`src/rtl/cache_ctrl_pkg.sv`:
```
// Shared encodings for the cache front-end controller: FSM states and requester ids.
package cache_ctrl_pkg;

  typedef enum logic [2:0] {
    IDLE     = 3'd0,
    LOOKUP   = 3'd1,
    COMPARE  = 3'd2,
    MEM_WAIT = 3'd3,
    FILL     = 3'd4,
    RESP     = 3'd5
  } state_t;

  localparam logic PORT0 = 1'b0;
  localparam logic PORT1 = 1'b1;

endpackage

```
`src/rtl/rr_arbiter2.sv`:
```
// Two-input round-robin grant; on a tie the port that was not served last wins.
module rr_arbiter2
  import cache_ctrl_pkg::*;
(
  input  logic clk,
  input  logic rst,
  input  logic req0,
  input  logic req1,
  input  logic update,
  input  logic served_id,
  output logic gnt_valid,
  output logic gnt_id
);

  logic last_served;

  // Reset to port 1 so that port 0 wins the first tie.
  always_ff @(posedge clk) begin
    if (rst) begin
      last_served <= PORT1;
    end else if (update) begin
      last_served <= served_id;
    end
  end

  always_comb begin
    gnt_valid = req0 | req1;
    gnt_id    = PORT0;
    if (req0 && req1) begin
      gnt_id = ~last_served;
    end else if (req1) begin
      gnt_id = PORT1;
    end
  end

endmodule

```
`src/rtl/cache_port_arbiter.sv`:
```
// Two-port front end of the direct-mapped cache: arbitrates, sequences one lookup/fill
// at a time and keeps saturating hit/access statistics.
module cache_port_arbiter
  import cache_ctrl_pkg::*;
#(
  parameter int ADDR_W = 15,
  parameter int TAG_W  = 3,
  parameter int DATA_W = 32,
  parameter int CNT_W  = 16
) (
  input  logic                    clk,
  input  logic                    rst,
  input  logic                    req0,
  input  logic                    req1,
  input  logic [ADDR_W-1:0]       addr0,
  input  logic [ADDR_W-1:0]       addr1,
  output logic                    done0,
  output logic                    done1,
  output logic [DATA_W-1:0]       rdata,
  output logic [ADDR_W-TAG_W-1:0] cache_index,
  output logic                    cache_read,
  output logic                    cache_write,
  output logic [TAG_W-1:0]        cache_wtag,
  output logic [DATA_W-1:0]       cache_wdata,
  input  logic                    cache_valid,
  input  logic [TAG_W-1:0]        cache_tag,
  input  logic [DATA_W-1:0]       cache_data,
  output logic                    mem_rd,
  output logic [ADDR_W-1:0]       mem_addr,
  input  logic                    mem_ready,
  input  logic [DATA_W-1:0]       mem_data,
  input  logic                    stat_clr,
  output logic [CNT_W-1:0]        hit_count,
  output logic [CNT_W-1:0]        access_count
);

  localparam int IDX_W = ADDR_W - TAG_W;

  state_t            state;
  logic [ADDR_W-1:0] addr_q;
  logic              id_q;
  logic              hit_q;
  logic              gnt_valid;
  logic              gnt_id;
  logic [ADDR_W-1:0] addr_sel;
  logic              tag_match;
  logic              resp;

  function automatic logic [CNT_W-1:0] sat_inc(input logic [CNT_W-1:0] v);
    return (&v) ? v : v + CNT_W'(1);
  endfunction

  rr_arbiter2 u_arb (
    .clk       (clk),
    .rst       (rst),
    .req0      (req0),
    .req1      (req1),
    .update    (resp),
    .served_id (id_q),
    .gnt_valid (gnt_valid),
    .gnt_id    (gnt_id)
  );

  assign resp        = (state == RESP);
  assign addr_sel    = (gnt_id == PORT1) ? addr1 : addr0;
  assign tag_match   = cache_valid && (cache_tag == addr_q[ADDR_W-1 -: TAG_W]);
  assign cache_index = addr_q[IDX_W-1:0];
  assign cache_wtag  = addr_q[ADDR_W-1 -: TAG_W];
  assign cache_wdata = rdata;
  assign mem_addr    = addr_q;

  // All strobes are registered: each is set on entry to the state that owns it.
  always_ff @(posedge clk) begin
    if (rst) begin
      state       <= IDLE;
      cache_read  <= 1'b0;
      cache_write <= 1'b0;
      mem_rd      <= 1'b0;
      done0       <= 1'b0;
      done1       <= 1'b0;
      hit_q       <= 1'b0;
      rdata       <= '0;
    end else begin
      case (state)
        IDLE: begin
          if (gnt_valid) begin
            addr_q     <= addr_sel;
            id_q       <= gnt_id;
            hit_q      <= 1'b0;
            cache_read <= 1'b1;
            state      <= LOOKUP;
          end
        end
        LOOKUP: begin
          cache_read <= 1'b0;
          state      <= COMPARE;
        end
        COMPARE: begin
          if (tag_match) begin
            rdata <= cache_data;
            hit_q <= 1'b1;
            done0 <= (id_q == PORT0);
            done1 <= (id_q == PORT1);
            state <= RESP;
          end else begin
            mem_rd <= 1'b1;
            state  <= MEM_WAIT;
          end
        end
        MEM_WAIT: begin
          if (mem_ready) begin
            rdata       <= mem_data;
            mem_rd      <= 1'b0;
            cache_write <= 1'b1;
            state       <= FILL;
          end
        end
        FILL: begin
          cache_write <= 1'b0;
          done0       <= (id_q == PORT0);
          done1       <= (id_q == PORT1);
          state       <= RESP;
        end
        RESP: begin
          done0 <= 1'b0;
          done1 <= 1'b0;
          state <= IDLE;
        end
        default: begin
          state <= IDLE;
        end
      endcase
    end
  end

  // Clear wins over the RESP increment; each counter sticks at all-ones on its own.
  always_ff @(posedge clk) begin
    if (rst || stat_clr) begin
      hit_count    <= '0;
      access_count <= '0;
    end else if (resp) begin
      access_count <= sat_inc(access_count);
      if (hit_q) begin
        hit_count <= sat_inc(hit_count);
      end
    end
  end

endmodule
```
`config.mk`:
```
export PLATFORM = sky130hd
export DESIGN_NAME = cache_port_arbiter
export DESIGN_NICKNAME = d
export VERILOG_FILES = /design/src/rtl/cache_ctrl_pkg.sv /design/src/rtl/rr_arbiter2.sv /design/src/rtl/cache_port_arbiter.sv
export SDC_FILE = /design/constraint.sdc
export NUM_CORES = 1
export LEC_CHECK = 0
export BUFFER_PORTS_ARGS = -buffer_cell sky130_fd_sc_hd__buf_2
export CAP_MARGIN = 5
export CORE_MARGIN = 5
export CORE_UTILIZATION = 42
export DETAILED_ROUTE_END_ITERATION = 8
export PLACE_DENSITY_LB_ADDON = 0.12
export SLEW_MARGIN = 40
export SYNTH_ARGS = -nofsm -noshare
export SYNTH_HDL_FRONTEND = slang
export SYNTH_SLANG_ARGS = --single-unit
export TNS_END_PERCENT = 30
```
`constraint.sdc`:
```
create_clock -name clk -period 2.5 [get_ports clk]
set_input_delay 0.5 -clock clk [delete_from_list [all_inputs] [get_ports clk]]
set_output_delay 0.5 -clock clk [all_outputs]
set_load 0.05 [all_outputs]
```
==> results.py, run 1 <==
metrics = {
    "synth": {
        "synth_seq_cells": 90,
        "synthesis.area_mm2": 0.00472,
        "yosysUniqueCellTypes": 52,
        "synth_top_flop_cell": "dfxtp_1",
        "ys_async_sr_fraction": 0,
        "synth_edf_count": 16,
        "syn_area_per_cell_um2": 9.49,
        "syn-instance-count": 497,
        "ys_seq_area_frac": 0.416,
        "number_of_nets_in_the_synthesized_netlist": 603,
        "yosysWarningCount": 0,
    },
    "critical_path": {
        "cpMaxStageDelayCell": "or4_1",
        "timing.critical_path.arrival_ps": 2380,
        "crit_chain": "ha_1, nand3_1, or4_1, or4_1, a21oi_1",
        "worst_setup_path_end_kind": "flip-flop",
        "r2r_cells": 5,
        "worst_r2r_endpoint": "access_count[14]",
        "criticalPathCategory": "reg -> reg",
        "cp.required_ps": 2770,
        "critPathMostFrequentCell": "or4_1",
        "r2r-start": "access_count[0]",
        "worstPathMaxFanout": 6,
        "critical-path-max-stage-delay_ps": 600,
        "timing.reg2reg.setup_slack_ps": 400,
        "cp-start-kind": "flip-flop",
    },
    "cts": {
        "htreeDepth": 3,
        "cts.repair.resized": 0,
        "cts.clk_slew.worst_paths_ps": 70,
        "cts_hold_repair.buffers": 0,
        "clock_sinks": 90,
        "cts.repair_timing.setup_buffer_count": 0,
        "number_of_buffers_created_by_cts": 9,
        "tritoncts_clock_tree": "yes",
        "clock_insertion_delay_worst_skew_ps": 340,
        "cts_max_path_buffers": 2,
        "clock-root-buffer": "clkbuf_16",
    },
    "timing": {
        "min_period_ps": 2100,
        "timing_max_transition_violations_final": 0,
        "clock_skew_ps": 11.0,
        "setup_violations_final": 0,
        "period_share": 0.841,
        "max_clock_freq_ghz": 0.475,
        "rsz0062_at_grt": "false",
        "setup_ws_ps": 396,
        "finalHoldViolCount": 0,
        "final.setup.tns_ps": 0,
        "slew-limit-headroom": 0.562,
        "tightestPinTransition_ps": 657,
    },
    "grt": {
        "grt_pass1_wl_um": 21600,
        "overflow": 0,
        "grt_antenna_before_repair": 0,
        "first_global_vias": 4405,
        "grt_start_max_net_pins": 46,
        "grt_usage": 0.199,
    },
    "route": {
        "wire_per_inst_um": 16.9,
        "drt-initial-drc-count": 298,
        "m1WireLength_um": 5610,
        "drtAntennaViolNets": 0,
        "met3WireLength_um": 1020,
        "drc_viols": 0,
        "drt-pass1-iter-count": 5,
        "viasPerCell": 5.53,
        "dr_total_vias": 4525,
        "routed-wl-met2_um": 6980,
        "routed.top_layer": "met4",
        "routed_wl_um": 13800,
    },
    "cells_and_area": {
        "total_number_of_nets_in_the_final_design": 779,
        "antenna_cells": 0,
        "layout.cells.most_common_list": "buf_2, dfxtp_1, nor3_1, mux2i_1, a311oi_1",
        "layout-drive-gt1-share": 0.429,
        "areaGrowthSynthToFinish_pct": 26.8,
        "layout_commonest_cell": "buf_2",
    },
    "min_path": {
        "holdPathEnd": "mem_addr[6]",
        "timing.hold.worst.start": "addr0[6]",
        "holdCritPathClass": "in -> reg",
        "whs_path_depth": 2,
    },
    "floorplanning": {
        "chipWidth_um": 116,
        "core_area_mm2": 0.0109,
        "pin_count": 235,
        "floorplan.rows": 38,
        "die_h_um": 116,
        "floorplan.die_area_mm2": 0.0135,
        "initial_utilization": 0.431,
    },
    "run": {
        "timing.max_cap.violations": 0,
    },
    "pwr": {
        "power_per_standard_cell_area_mw_per_mm2": 638,
        "power.ir.vdd_worst_mv": 0.352,
        "power.leakage_nw": 2.58,
    },
    "run_status": {
        "run_status": "complete, no violations",
    },
    "place": {
        "detailed_place_hpwl_um": 10200,
        "final_weighted_congestion_of_routability_driven_global_placement": 0.913,
        "setup_ws_pre_cts_ps": 419,
        "port-buffer-count": 234,
    },
}
[stage by stage]
step	cells	hold slack (ps)	cell area, um^2	util	power, mW
global route	818	447	5980	0.547	3.97
floorplan	497	440	4720	-	2.28
CTS	818	440	5980	0.547	3.87
finish	818	456	5980	0.547	3.82
detailed placement	802	455	5680	0.520	2.47
global placement	802	454	5680	0.520	2.46
[layout make-up]
cell class / count / area [um^2]
fill: 1042 / 4950
multi-input combinational: 313 / 2230
sequential: 90 / 1960
timing repair buffer: 247 / 1270
clock buffer: 9 / 225
tap: 140 / 175
clock inverter: 7 / 76.3
inverter: 12 / 45.0
[cells in the mapped netlist (3+ instances only)]
master | instances | area (um^2)
or4_1 | 7 | 52.6
buf_4 | 47 | 353
xnor2_1 | 3 | 26.3
nor4_1 | 11 | 68.8
o211ai_1 | 3 | 22.5
nor3_1 | 40 | 200
nand4_1 | 12 | 75.1
and3_1 | 3 | 18.8
nand3_1 | 12 | 60.1
nor2_1 | 15 | 56.3
or3_1 | 11 | 68.8
mux2_2 | 16 | 180
a211oi_1 | 6 | 45.0
a21oi_1 | 24 | 120
inv_1 | 12 | 45.0
o21ai_0 | 11 | 55.1
clkbuf_1 | 25 | 93.8
a311oi_1 | 33 | 289
mux2i_1 | 35 | 350
o31ai_1 | 8 | 60.1
dfxtp_1 | 74 | 1480
buf_2 | 8 | 40.0
edfxtp_1 | 16 | 480
o41ai_1 | 6 | 52.6
and4_1 | 9 | 78.8
nand2_1 | 15 | 56.3
[flip-flops by register name, summed over array words and instances (netlist names)]
signal	flops
hit_q	1
done0	1
mem_rd	1
state	3
u_arb.last_served	1
done1	1
id_q	1
cache_read	1
access_count	16
cache_write	1
cache_wdata	32
mem_addr	15
hit_count	16
[kinds of logic after synthesis]
family                     synth area share
AOI/OAI and AO/OA                     0.165
xor gates and xnor gates            0.00557
adders and majority gates           0.00530
buffers and inverters                 0.114
DFF                                   0.416
muxes                                 0.112
and+or+nand+nor                       0.181
[worst max-delay path: cells and delay by family, from the launching register on]
family	cells	cell delay (ps)
AND/OR/NAND/NOR	3	1220
flip-flops	1	420
adder cells (fa/ha/maj)	1	260
AO/OA/AOI/OAI	1	140
[layer usage]
metal  global-route usage  vias to the layer above
met4               0.0650                        0
met5                    0                        -
met3               0.0507                       21
li1                     -                     2228
met2                0.324                      184
met1                0.259                     2092
[report_power, final]
part / leakage [nW] / total, mW / switching [mW] / internal (mW)
sequential: 0.747 / 1.59 / 0.0501 / 1.54
clock: 0.144 / 1.39 / 0.603 / 0.784
combinational: 1.68 / 0.836 / 0.583 / 0.253
[worst max-delay path by stage]
stage                          startpoint                to  cells after the start
after global placement           state[2]     hit_count[14]                      4
final                     access_count[0]  access_count[14]                      5
after floorplan                       rst              id_q                      3
after detailed placement  access_count[0]  access_count[14]                      5
after global routing             state[0]   cache_wdata[13]                      6
after CTS                 access_count[0]  access_count[14]                      5
(Power assumes the default switching activity.)
==> run 2: changes to the inputs <==
--- a/config.mk
+++ b/config.mk
@@ -8,7 +8,7 @@
 export BUFFER_PORTS_ARGS = -buffer_cell sky130_fd_sc_hd__buf_2
 export CAP_MARGIN = 5
 export CORE_MARGIN = 5
-export CORE_UTILIZATION = 42
+export CORE_UTILIZATION = 45
 export DETAILED_ROUTE_END_ITERATION = 8
 export PLACE_DENSITY_LB_ADDON = 0.12
 export SLEW_MARGIN = 40
==> constraint.sdc (replaced) <==
create_clock -name clk -period 2.07 [get_ports clk]
set_input_delay 0.414 -clock clk [delete_from_list [all_inputs] [get_ports clk]]
set_output_delay 0.414 -clock clk [all_outputs]
set_load 0.05 [all_outputs]
==> results.py, run 2 (synthesized netlist as in run 1, its figures left out) <==
metrics = {
    "critical_path": {
        "cp-start-kind": "flip-flop",
        "crit_buf_inv": 0,
        "critical-path-max-stage-delay_ps": 510,
        "crit_chain": "ha_2, nand3_1, or4_1, or4_1, a21oi_1",
        "worstPathMaxFanout": 6,
        "timing.critical_path.arrival_ps": 2180,
        "path_delay_family": "simple AND/OR/NAND/NOR gates",
        "r2r-start": "access_count[0]",
        "worst_setup_path_end_kind": "flip-flop",
        "crit_start": "access_count[0]",
        "criticalPathCategory": "reg -> reg",
        "cp.required_ps": 2350,
        "cpMaxStageDelayCell": "or4_1",
        "critPathMostFrequentCell": "or4_1",
    },
    "floorplanning": {
        "pin_count": 235,
        "initial_utilization": 0.459,
        "core_area_mm2": 0.0103,
        "floorplan.rows": 37,
        "floorplan.die_area_mm2": 0.0126,
        "chipWidth_um": 112,
        "die_h_um": 112,
    },
    "timing": {
        "tightestPinTransition_ps": 605,
        "worst_hold_slack_ps": 360,
        "slew-limit-headroom": 0.593,
        "setup_violations_final": 0,
        "clock_skew_ps": 10.9,
        "final.setup.tns_ps": 0,
        "timing_max_transition_violations_final": 0,
        "finalHoldViolCount": 0,
        "setup_ws_ps": 178,
        "rsz0062_at_grt": "false",
        "min_period_ps": 1890,
        "period_share": 0.914,
        "max_clock_freq_ghz": 0.529,
    },
    "min_path": {
        "timing.hold.worst.start": "addr0[0]",
        "holdCritPathClass": "in -> reg",
    },
    "cts": {
        "clock_insertion_delay_worst_skew_ps": 350,
        "number_of_buffers_created_by_cts": 9,
        "cts_max_path_buffers": 2,
        "htreeDepth": 3,
        "tritoncts_clock_tree": "yes",
        "clock-root-buffer": "clkbuf_8",
        "clock_sinks": 90,
        "cts.clk_slew.worst_paths_ps": 90,
    },
    "cells_and_area": {
        "areaGrowthSynthToFinish_pct": 28.0,
        "total_number_of_nets_in_the_final_design": 797,
        "final.fill_count": 971,
        "layout_commonest_cell": "buf_2",
        "layout-drive-gt1-share": 0.450,
        "final_cells": 832,
        "antenna_cells": 0,
        "finalCoreUtilization": 0.588,
        "largest_register_ff_count": 32,
        "layout.cells.most_common_list": "buf_2, dfxtp_1, nor3_1, mux2i_1, a311oi_1",
        "fin_area_mm2": 0.00604,
    },
    "place": {
        "port-buffer-count": 234,
        "dpl.cell_count": 816,
        "final_weighted_congestion_of_routability_driven_global_placement": 0.850,
        "dpl-instance-area_mm2": 0.00583,
        "setup_ws_pre_cts_ps": 59.0,
        "detailed_place_hpwl_um": 10400,
    },
    "grt": {
        "grt_antenna_before_repair": 0,
        "first_global_vias": 4522,
        "grt_usage": 0.206,
        "grt_pass1_wl_um": 21700,
        "overflow": 0,
        "grt_start_max_net_pins": 46,
    },
    "pwr": {
        "power.ir.vdd_worst_mv": 0.415,
        "power.leakage_nw": 2.63,
        "power_per_standard_cell_area_mw_per_mm2": 693,
        "fin_total_pwr_mw": 4.18,
    },
    "route": {
        "dr_total_vias": 4637,
        "drc_viols": 0,
        "drtAntennaViolNets": 0,
        "drt-pass1-iter-count": 4,
        "routed_wl_um": 13600,
        "drt-initial-drc-count": 284,
        "viasPerCell": 5.57,
        "wire_per_inst_um": 16.4,
    },
    "run": {
        "timing.max_cap.violations": 0,
    },
    "run_status": {
        "run_status": "complete, no violations",
    },
}
## run 2: cell count changes in the layout (fill, tap and decap cells not counted), sizes merged
cell	before	now
clkbuf	9	10
clkinvlp	1	0
clkinv	2	3
inv	15	14
buf	247	265
## run 2: final timing paths
check	slack (ps)	cells after the start	endpoint
max	180	5	access_count[14]
min	360	2	mem_addr[0]
max reg2reg	180	5	access_count[14]
min reg2reg	470	2	cache_read
## run 2: power by group
group          total (mW)  internal, mW  switching, mW
Sequential           1.91          1.86         0.0499
Combinational        1.04         0.322          0.715
Clock                1.23         0.595          0.640
## run 2: final cells by class
class	count	area, um^2	area share
inverters	12	45.0	0.00746
well taps	136	170	0.0282
clock inverters	6	63.8	0.0106
clock buffers	10	138	0.0228
multi-input cells	313	2240	0.371
flip-flops and latches	90	1960	0.325
repair buffers	265	1420	0.235
## run 2: timing repair
item | CTS | global route
resized for setup | 0 | 4
buffers inserted | 0 | 0
hold buffers | 0 | 0
setup endpoints to repair | 0 | 35
## run 2: per-layer routing
metal / wire length (um) / global-route usage / vias up
met2: 6940 / 0.360 / 176
met5: 0 / 0 / -
met3: 1010 / 0.0426 / 18
met1: 5450 / 0.253 / 2175
met4: 212 / 0.0681 / 0
li1: - / - / 2268
